===== config.mk =====
export PLATFORM = sky130hd
export DESIGN_NAME = fetch_sequencer_flat
export DESIGN_NICKNAME = d
export VERILOG_FILES = /design/src/rtl/fetch_pkg.sv /design/src/rtl/fetch_sequencer_if.sv /design/src/rtl/fetch_perf_cnt.sv /design/src/rtl/fetch_sequencer.sv /design/src/flat_wrapper.sv
export SDC_FILE = /design/constraint.sdc
export NUM_CORES = 1
export LEC_CHECK = 0
export CORE_ASPECT_RATIO = 0.8
export CORE_MARGIN = 2
export CORE_UTILIZATION = 30
export DETAILED_ROUTE_END_ITERATION = 8
export PLACE_DENSITY = 0.56
export SLEW_MARGIN = 20
export SYNTH_ARGS = -nofsm -noshare
export SYNTH_HDL_FRONTEND = slang
export SYNTH_SLANG_ARGS = --single-unit

===== constraint.sdc =====
create_clock -name clk -period 3.21 [get_ports clk]
set_clock_uncertainty 0.15 [all_clocks]
set_input_delay 0.4815 -clock clk [delete_from_list [all_inputs] [get_ports clk]]
set_output_delay 0.4815 -clock clk [all_outputs]
set_load 0.01 [all_outputs]

===== src/rtl/fetch_pkg.sv =====
// Shared types and constants for the instruction-fetch sequencer.
// FETCH_PERF_EN (when defined) enables the saturating fetch/stall counters.
package fetch_pkg;

  localparam int ADDR_W_DEF = 4;
  localparam int INSTR_W_DEF = 9;
  localparam logic [8:0] HALT_INSTR_DEF = 9'h1FF;
  localparam int CNT_W = 16;

  typedef enum logic [1:0] {
    ST_IDLE = 2'd0,
    ST_RUN  = 2'd1,
    ST_HALT = 2'd2
  } fetch_state_e;

  // Saturating increment: sticks at all-ones instead of wrapping.
  function automatic logic [CNT_W-1:0] sat_inc(input logic [CNT_W-1:0] v);
    logic [CNT_W-1:0] r;
    if (v == {CNT_W{1'b1}}) begin
      r = v;
    end else begin
      r = v + {{(CNT_W-1){1'b0}}, 1'b1};
    end
    return r;
  endfunction

endpackage


===== src/rtl/fetch_sequencer_if.sv =====
// Ready/valid IF/ID handshake between the fetch sequencer (master) and decode (slave).
interface fetch_sequencer_if import fetch_pkg::*; #(
  parameter int ADDR_W  = ADDR_W_DEF,
  parameter int INSTR_W = INSTR_W_DEF
);

  logic               if_valid;
  logic               if_ready;
  logic [INSTR_W-1:0] if_instr;
  logic [ADDR_W-1:0]  if_pc;

  modport master (
    output if_valid,
    output if_instr,
    output if_pc,
    input  if_ready
  );

  modport slave (
    input  if_valid,
    input  if_instr,
    input  if_pc,
    output if_ready
  );

endinterface


===== src/rtl/fetch_perf_cnt.sv =====
// Saturating fetch and stall event counters; cleared by reset or an accepted start.
module fetch_perf_cnt import fetch_pkg::*; (
  input  logic             clk,
  input  logic             rst,
  input  logic             clr,
  input  logic             fetch_inc,
  input  logic             stall_inc,
  output logic [CNT_W-1:0] fetch_cnt,
  output logic [CNT_W-1:0] stall_cnt
);

  logic [CNT_W-1:0] fetch_q, fetch_d;
  logic [CNT_W-1:0] stall_q, stall_d;

  // Next counter values: clear has priority over increments.
  always_comb begin
    fetch_d = fetch_q;
    stall_d = stall_q;
    if (clr) begin
      fetch_d = {CNT_W{1'b0}};
      stall_d = {CNT_W{1'b0}};
    end else begin
      fetch_d = fetch_inc ? sat_inc(fetch_q) : fetch_q;
      stall_d = stall_inc ? sat_inc(stall_q) : stall_q;
    end
  end

  // Counter registers.
  always_ff @(posedge clk or posedge rst) begin
    if (rst) begin
      fetch_q <= {CNT_W{1'b0}};
      stall_q <= {CNT_W{1'b0}};
    end else begin
      fetch_q <= fetch_d;
      stall_q <= stall_d;
    end
  end

  assign fetch_cnt = fetch_q;
  assign stall_cnt = stall_q;

endmodule


===== src/rtl/fetch_sequencer.sv =====
// Instruction-fetch controller: owns the PC, reads program memory and fills the IF/ID register.
// Define FETCH_PERF_EN to add the fetch_cnt/stall_cnt performance counter ports.
module fetch_sequencer import fetch_pkg::*; #(
  parameter int                  ADDR_W     = ADDR_W_DEF,
  parameter int                  INSTR_W    = INSTR_W_DEF,
  parameter logic [ADDR_W-1:0]   RESET_PC   = {ADDR_W{1'b0}},
  parameter logic [INSTR_W-1:0]  HALT_INSTR = HALT_INSTR_DEF
) (
  input  logic               clk,
  input  logic               rst,
  input  logic               start,
  input  logic               halt_req,
  output logic [ADDR_W-1:0]  pmem_addr,
  input  logic [INSTR_W-1:0] pmem_instr,
  input  logic               br_taken,
  input  logic [ADDR_W-1:0]  br_target,
  fetch_sequencer_if.master  dec,
  output logic               busy,
  output logic               halted
`ifdef FETCH_PERF_EN
  ,
  output logic [CNT_W-1:0]   fetch_cnt,
  output logic [CNT_W-1:0]   stall_cnt
`endif
);

  fetch_state_e       state_q, state_d;
  logic [ADDR_W-1:0]  pc_q, pc_d;
  logic               valid_q, valid_d;
  logic [INSTR_W-1:0] instr_q, instr_d;
  logic [ADDR_W-1:0]  ipc_q, ipc_d;
  logic               busy_q, busy_d;
  logic               halted_q, halted_d;
  logic               slot_free;

  // The stage register can take a new word when empty or being drained this cycle.
  assign slot_free = !valid_q || dec.if_ready;

  // Next-state, PC and stage-register update.
  always_comb begin
    state_d = state_q;
    pc_d    = pc_q;
    valid_d = valid_q;
    instr_d = instr_q;
    ipc_d   = ipc_q;
    case (state_q)
      ST_IDLE: begin
        if (halt_req) begin
          state_d = ST_HALT;
        end else if (start) begin
          state_d = ST_RUN;
          pc_d    = RESET_PC;
        end else begin
          state_d = ST_IDLE;
        end
      end
      ST_RUN: begin
        // Halt beats branch; a word already presented stays until decode takes it.
        if (halt_req) begin
          state_d = ST_HALT;
          valid_d = valid_q && !dec.if_ready;
        end else if (br_taken) begin
          pc_d    = br_target;
          valid_d = 1'b0;
        end else if (slot_free) begin
          instr_d = pmem_instr;
          ipc_d   = pc_q;
          valid_d = 1'b1;
          if (pmem_instr == HALT_INSTR) begin
            state_d = ST_HALT;
          end else begin
            pc_d = pc_q + {{(ADDR_W-1){1'b0}}, 1'b1};
          end
        end else begin
          valid_d = valid_q;
        end
      end
      ST_HALT: begin
        if (valid_q) begin
          valid_d = !dec.if_ready;
        end else if (start) begin
          state_d = ST_RUN;
          pc_d    = RESET_PC;
        end else begin
          state_d = ST_HALT;
        end
      end
      default: begin
        state_d = ST_IDLE;
        valid_d = 1'b0;
      end
    endcase
    busy_d   = (state_d == ST_RUN) || valid_d;
    halted_d = (state_d == ST_HALT);
  end

  // State, PC and IF/ID stage registers.
  always_ff @(posedge clk or posedge rst) begin
    if (rst) begin
      state_q  <= ST_IDLE;
      pc_q     <= RESET_PC;
      valid_q  <= 1'b0;
      instr_q  <= {INSTR_W{1'b0}};
      ipc_q    <= {ADDR_W{1'b0}};
      busy_q   <= 1'b0;
      halted_q <= 1'b0;
    end else begin
      state_q  <= state_d;
      pc_q     <= pc_d;
      valid_q  <= valid_d;
      instr_q  <= instr_d;
      ipc_q    <= ipc_d;
      busy_q   <= busy_d;
      halted_q <= halted_d;
    end
  end

  assign pmem_addr    = pc_q;
  assign dec.if_valid = valid_q;
  assign dec.if_instr = instr_q;
  assign dec.if_pc    = ipc_q;
  assign busy         = busy_q;
  assign halted       = halted_q;

`ifdef FETCH_PERF_EN
  logic perf_load, perf_start, perf_stall;

  assign perf_load  = (state_q == ST_RUN) && !halt_req && !br_taken && slot_free;
  assign perf_start = start && (((state_q == ST_IDLE) && !halt_req) ||
                                ((state_q == ST_HALT) && !valid_q));
  assign perf_stall = (state_q == ST_RUN) && valid_q && !dec.if_ready;

  fetch_perf_cnt u_perf (
    .clk       (clk),
    .rst       (rst),
    .clr       (perf_start),
    .fetch_inc (perf_load),
    .stall_inc (perf_stall),
    .fetch_cnt (fetch_cnt),
    .stall_cnt (stall_cnt)
  );
`endif

endmodule


===== src/flat_wrapper.sv =====
// flat-port wrapper written by rule: the top's interface ports become plain ports
module fetch_sequencer_flat import fetch_pkg::*;
#(
  parameter int                  ADDR_W     = ADDR_W_DEF,
  parameter int                  INSTR_W    = INSTR_W_DEF,
  parameter logic [ADDR_W-1:0]   RESET_PC   = {ADDR_W{1'b0}},
  parameter logic [INSTR_W-1:0]  HALT_INSTR = HALT_INSTR_DEF
)
  (clk, rst, start, halt_req, pmem_addr, pmem_instr, br_taken, br_target, busy, halted, dec_if_valid, dec_if_instr, dec_if_pc, dec_if_ready);
  fetch_sequencer_if #(.ADDR_W(ADDR_W), .INSTR_W(INSTR_W)) dec_i ();
  input  logic clk;
  input  logic rst;
  input  logic start;
  input  logic halt_req;
  output logic [ADDR_W-1:0] pmem_addr;
  input  logic [INSTR_W-1:0] pmem_instr;
  input  logic br_taken;
  input  logic [ADDR_W-1:0] br_target;
  output logic busy;
  output logic halted;
  output wire logic [$bits(dec_i.if_valid)-1:0] dec_if_valid;
  output wire logic [$bits(dec_i.if_instr)-1:0] dec_if_instr;
  output wire logic [$bits(dec_i.if_pc)-1:0] dec_if_pc;
  input wire logic [$bits(dec_i.if_ready)-1:0] dec_if_ready;
  assign dec_if_valid = dec_i.if_valid;
  assign dec_if_instr = dec_i.if_instr;
  assign dec_if_pc = dec_i.if_pc;
  assign dec_i.if_ready = dec_if_ready;
  fetch_sequencer #(.ADDR_W(ADDR_W), .INSTR_W(INSTR_W), .RESET_PC(RESET_PC), .HALT_INSTR(HALT_INSTR)) u_core (.clk(clk), .rst(rst), .start(start), .halt_req(halt_req), .pmem_addr(pmem_addr), .pmem_instr(pmem_instr), .br_taken(br_taken), .br_target(br_target), .dec(dec_i), .busy(busy), .halted(halted));
endmodule

==> insert_results.sql <==
INSERT INTO impl_metrics (metric_group, metric, value, unit) VALUES
('worst_setup_path', 'setup.worst_path.start_class', 'input pin', ''),
('pwr', 'fin_total_pwr', '1.28', 'mW'),
('yosys', 'syn_inst', '92', ''),
('cells_and_area', 'final_layout_size_suffix_gt1_share', '16.7', '%'),
('clock_tree', 'post_cts_setup_buffer_count', '0', ''),
('global_routing', 'grt_util_met2', '19.5', '%'),
('yosys', 'yosys.area.top_type', 'dfrtp_1', ''),
('placement', 'dp.cells', '170', ''),
('run_status', 'run_status', 'finished clean', ''),
('yosys', 'share_of_the_synthesized_area_in_compound_gates_ao_oa_aoi_oai', '12.6', '%'),
('cells_and_area', 'count_of_non_filler_cells_in_the_finished_layout', '174', ''),
('global_routing', 'grt_usage', '12.3', '%'),
('timing', 'rsz0062_at_grt', 'no', ''),
('cells_and_area', 'final_design_area_no_fill', '1550', 'um2'),
('yosys', 'syn_area', '1080', 'um2'),
('timing', 'timing.final.crit_period', '2.06', 'ns'),
('routing', 'detail_route.first_pass.iterations', '4', ''),
('clock_tree', 'cts_inserted_buffers', '3', ''),
('clock_tree', 'cts_resized', '0', ''),
('cells_and_area', 'layout-area-overhead-vs-synth', '43.8', '%'),
('timing', 'final_min_period_over_clock_period', '64.1', '%'),
('yosys', 'list_of_most_frequent_post_synthesis_cells', '22 x dfrtp_1, 14 x mux2_2, 6 x nor2_1', ''),
('floorplan', 'die_width', '71.1', 'um'),
('placement', 'gp_congestion', '0.769', ''),
('cells_and_area', 'finish.utilization', '45.0', '%'),
('yosys', 'post_synth_main_area_contributors', 'dfrtp_1 51%, mux2_2 15%, nand2b_1 2.9%', ''),
('timing', 'final_worst_setup_slack', '1.15', 'ns'),
('clock_tree', 'clockBufferDepth', '2', ''),
('worst_setup_path', 'setup.worst_path.class', 'input pin to flip-flop', ''),
('global_routing', 'number_of_antenna_violations_at_the_first_check_in_global_routing', '0', ''),
('yosys', 'post_synth_and_or_nand_nor_area_fraction', '15.9', '%'),
('pwr', 'power.ir.vdd_worst', '387', 'uV'),
('worst_setup_path', 'endpoint_kind', 'flip-flop', ''),
('yosys', 'synthesis.nets', '112', ''),
('yosys', 'synth_fa_ha_area_share', '1.16', '%'),
('yosys', 'post_synth_num_cell_types', '33', ''),
('yosys', 'synth.top_cell.area_share', '51.0', '%'),
('clock_tree', 'post_cts_hold_buffer_count', '0', ''),
('yosys', 'synth_area_per_cell', '11.7', 'um2'),
('routing', 'drc', '0', ''),
('worst_setup_path', 'arr_time_crit_path', '2.05', 'ns'),
('timing', 'setup_total_negative_slack', '0', 'ns'),
('floorplan', 'ios', '39', ''),
('yosys', 'synth_async_sr_flop_share', '100', '%'),
('yosys', 'synth-edff-count', '0', ''),
('global_routing', 'grt.busiest_layer', 'met2', ''),
('floorplan', 'core_area', '3450', 'um2'),
('clock_tree', 'worst_skew_pair.late_latency', '0.26', 'ns'),
('yosys', 'yosysSeqAreaShare', '51.0', '%'),
('floorplan', 'num_rows', '19', ''),
('global_routing', 'grt_use_met3', '4.35', '%'),
('yosys', 'yosys.area_share.xor_xnor', '0', '%'),
('placement', 'io_buffers', '38', ''),
('floorplan', 'die_area', '4100', 'um2'),
('routing', 'wl_per_cell', '13.8', 'um'),
('yosys', 'synth_top_family_by_area', 'simple AND/OR/NAND/NOR gates', ''),
('cells_and_area', 'num-nets-final', '153', ''),
('clock_tree', 'cts_tree', 'built', ''),
('clock_tree', 'cts_max_level', '1', ''),
('placement', 'hpwlAfterDp', '1.85', 'mm'),
('routing', 'drt_iter0_markers', '52', ''),
('yosys', 'count_of_yosys_warnings_during_synthesis', '0', ''),
('timing', 'report.final.slew_viol_count', '0', ''),
('floorplan', 'floorplan.initialDensity', '31.3', '%'),
('clock_tree', 'clk_pin_slew_worst_paths', '0.08', 'ns'),
('timing', 'worst_slew_pin_slew', '0.805', 'ns'),
('placement', 'placedInstanceArea', '1500', 'um2'),
('timing', 'report.final.setup_viol', '0', ''),
('yosys', 'yosys-mux-area-fraction', '15.5', '%'),
('placement', 'pre_cts_slack', '0.858', 'ns'),
('yosys', 'yosys.cell_count.top_type', 'dfrtp_1', '');
## flip-flops by register name, indices dropped and copies added (netlist names)
| signal | count |
|---|---|
| u_core.dec.if_instr | 9 |
| u_core.dec.if_valid | 1 |
| u_core.busy | 1 |
| u_core.dec.if_pc | 4 |
| u_core.halted | 1 |
| u_core.state_q | 2 |
| u_core.pmem_addr | 4 |
## per-layer routing
layer	share of wire, %	wire length (um)
met1	47	1120
met2	46	1120
met3	6.1	146
met4	0.71	17
met5	0	0
## worst paths after layout
check                                                         from                                  to  slack [ns]  depth (start not counted)
worst max-delay path                                      br_taken  u_core.dec.if_instr[1]$_DFFE_PP0P_        1.15                          4
worst min-delay path            u_core.dec.if_instr[5]$_DFFE_PP0P_  u_core.dec.if_instr[5]$_DFFE_PP0P_        0.36                          1
worst max register to register         u_core.state_q[0]$_DFF_PP0_     u_core.pmem_addr[1]$_DFFE_PP0P_        1.44                          4
worst min register to register  u_core.dec.if_instr[5]$_DFFE_PP0P_  u_core.dec.if_instr[5]$_DFFE_PP0P_        0.36                          1
max in group asynchronous                                      rst  u_core.dec.if_instr[4]$_DFFE_PP0P_        1.89                          2
min in group asynchronous                                      rst  u_core.dec.if_instr[1]$_DFFE_PP0P_        0.52                          2
## critical path: stages
cell and delay [ns]:
clkdlybuf4s50_1 0.62, nor4_4 0.34, buf_4 0.25, mux2_2 0.35
## cell type report
type,instances,area [um2]
tap,42,52.6
fill,314,1890
sequential,22,551
multi-input combinational,62,488
inverter,5,18.8
timing repair buffer,39,388
clock buffer,4,55.1
## power breakdown
part	switching, mW	internal (mW)	total [mW]
clock	0.0850	0.109	0.194
sequential	0.105	0.399	0.504
combinational	0.223	0.354	0.577
total	0.413	0.862	1.28
## kinds of logic (layout without fill, tap and decap cells)
logic type,count (synthesis),count (layout)
multiplexers,15,15
flip-flops,22,22
adder cells (fa/ha/maj),1,1
AO/OA/AOI/OAI,20,20
buffers and inverters,8,48
AND/OR/NAND/NOR,26,26
## layout by cell type, fill, tap and decap left out
cell	n
clkdlybuf4s50_1	38
dfrtp_1	22
mux2_2	14
nor2_1	6
inv_1	5
nand2b_1	5
o21ai_0	4
a21oi_1	4
clkbuf_8	4
o22ai_1	3
nand2_1	2
nor3_1	2
a22oi_1	2
and2_1	2
nand2b_4	1
and2b_4	1
nor4_4	1
and4_1	1
and3_1	1
a41o_1	1
a211o_1	1
o32a_1	1
a211oi_1	1
nand3_1	1
mux2i_1	1
nor3b_1	1
nand4_1	1
o311ai_1	1
nand4b_1	1
o32ai_1	1
a32oi_1	1
ha_1	1
buf_4	1
Power figures use the tool's default switching activity.
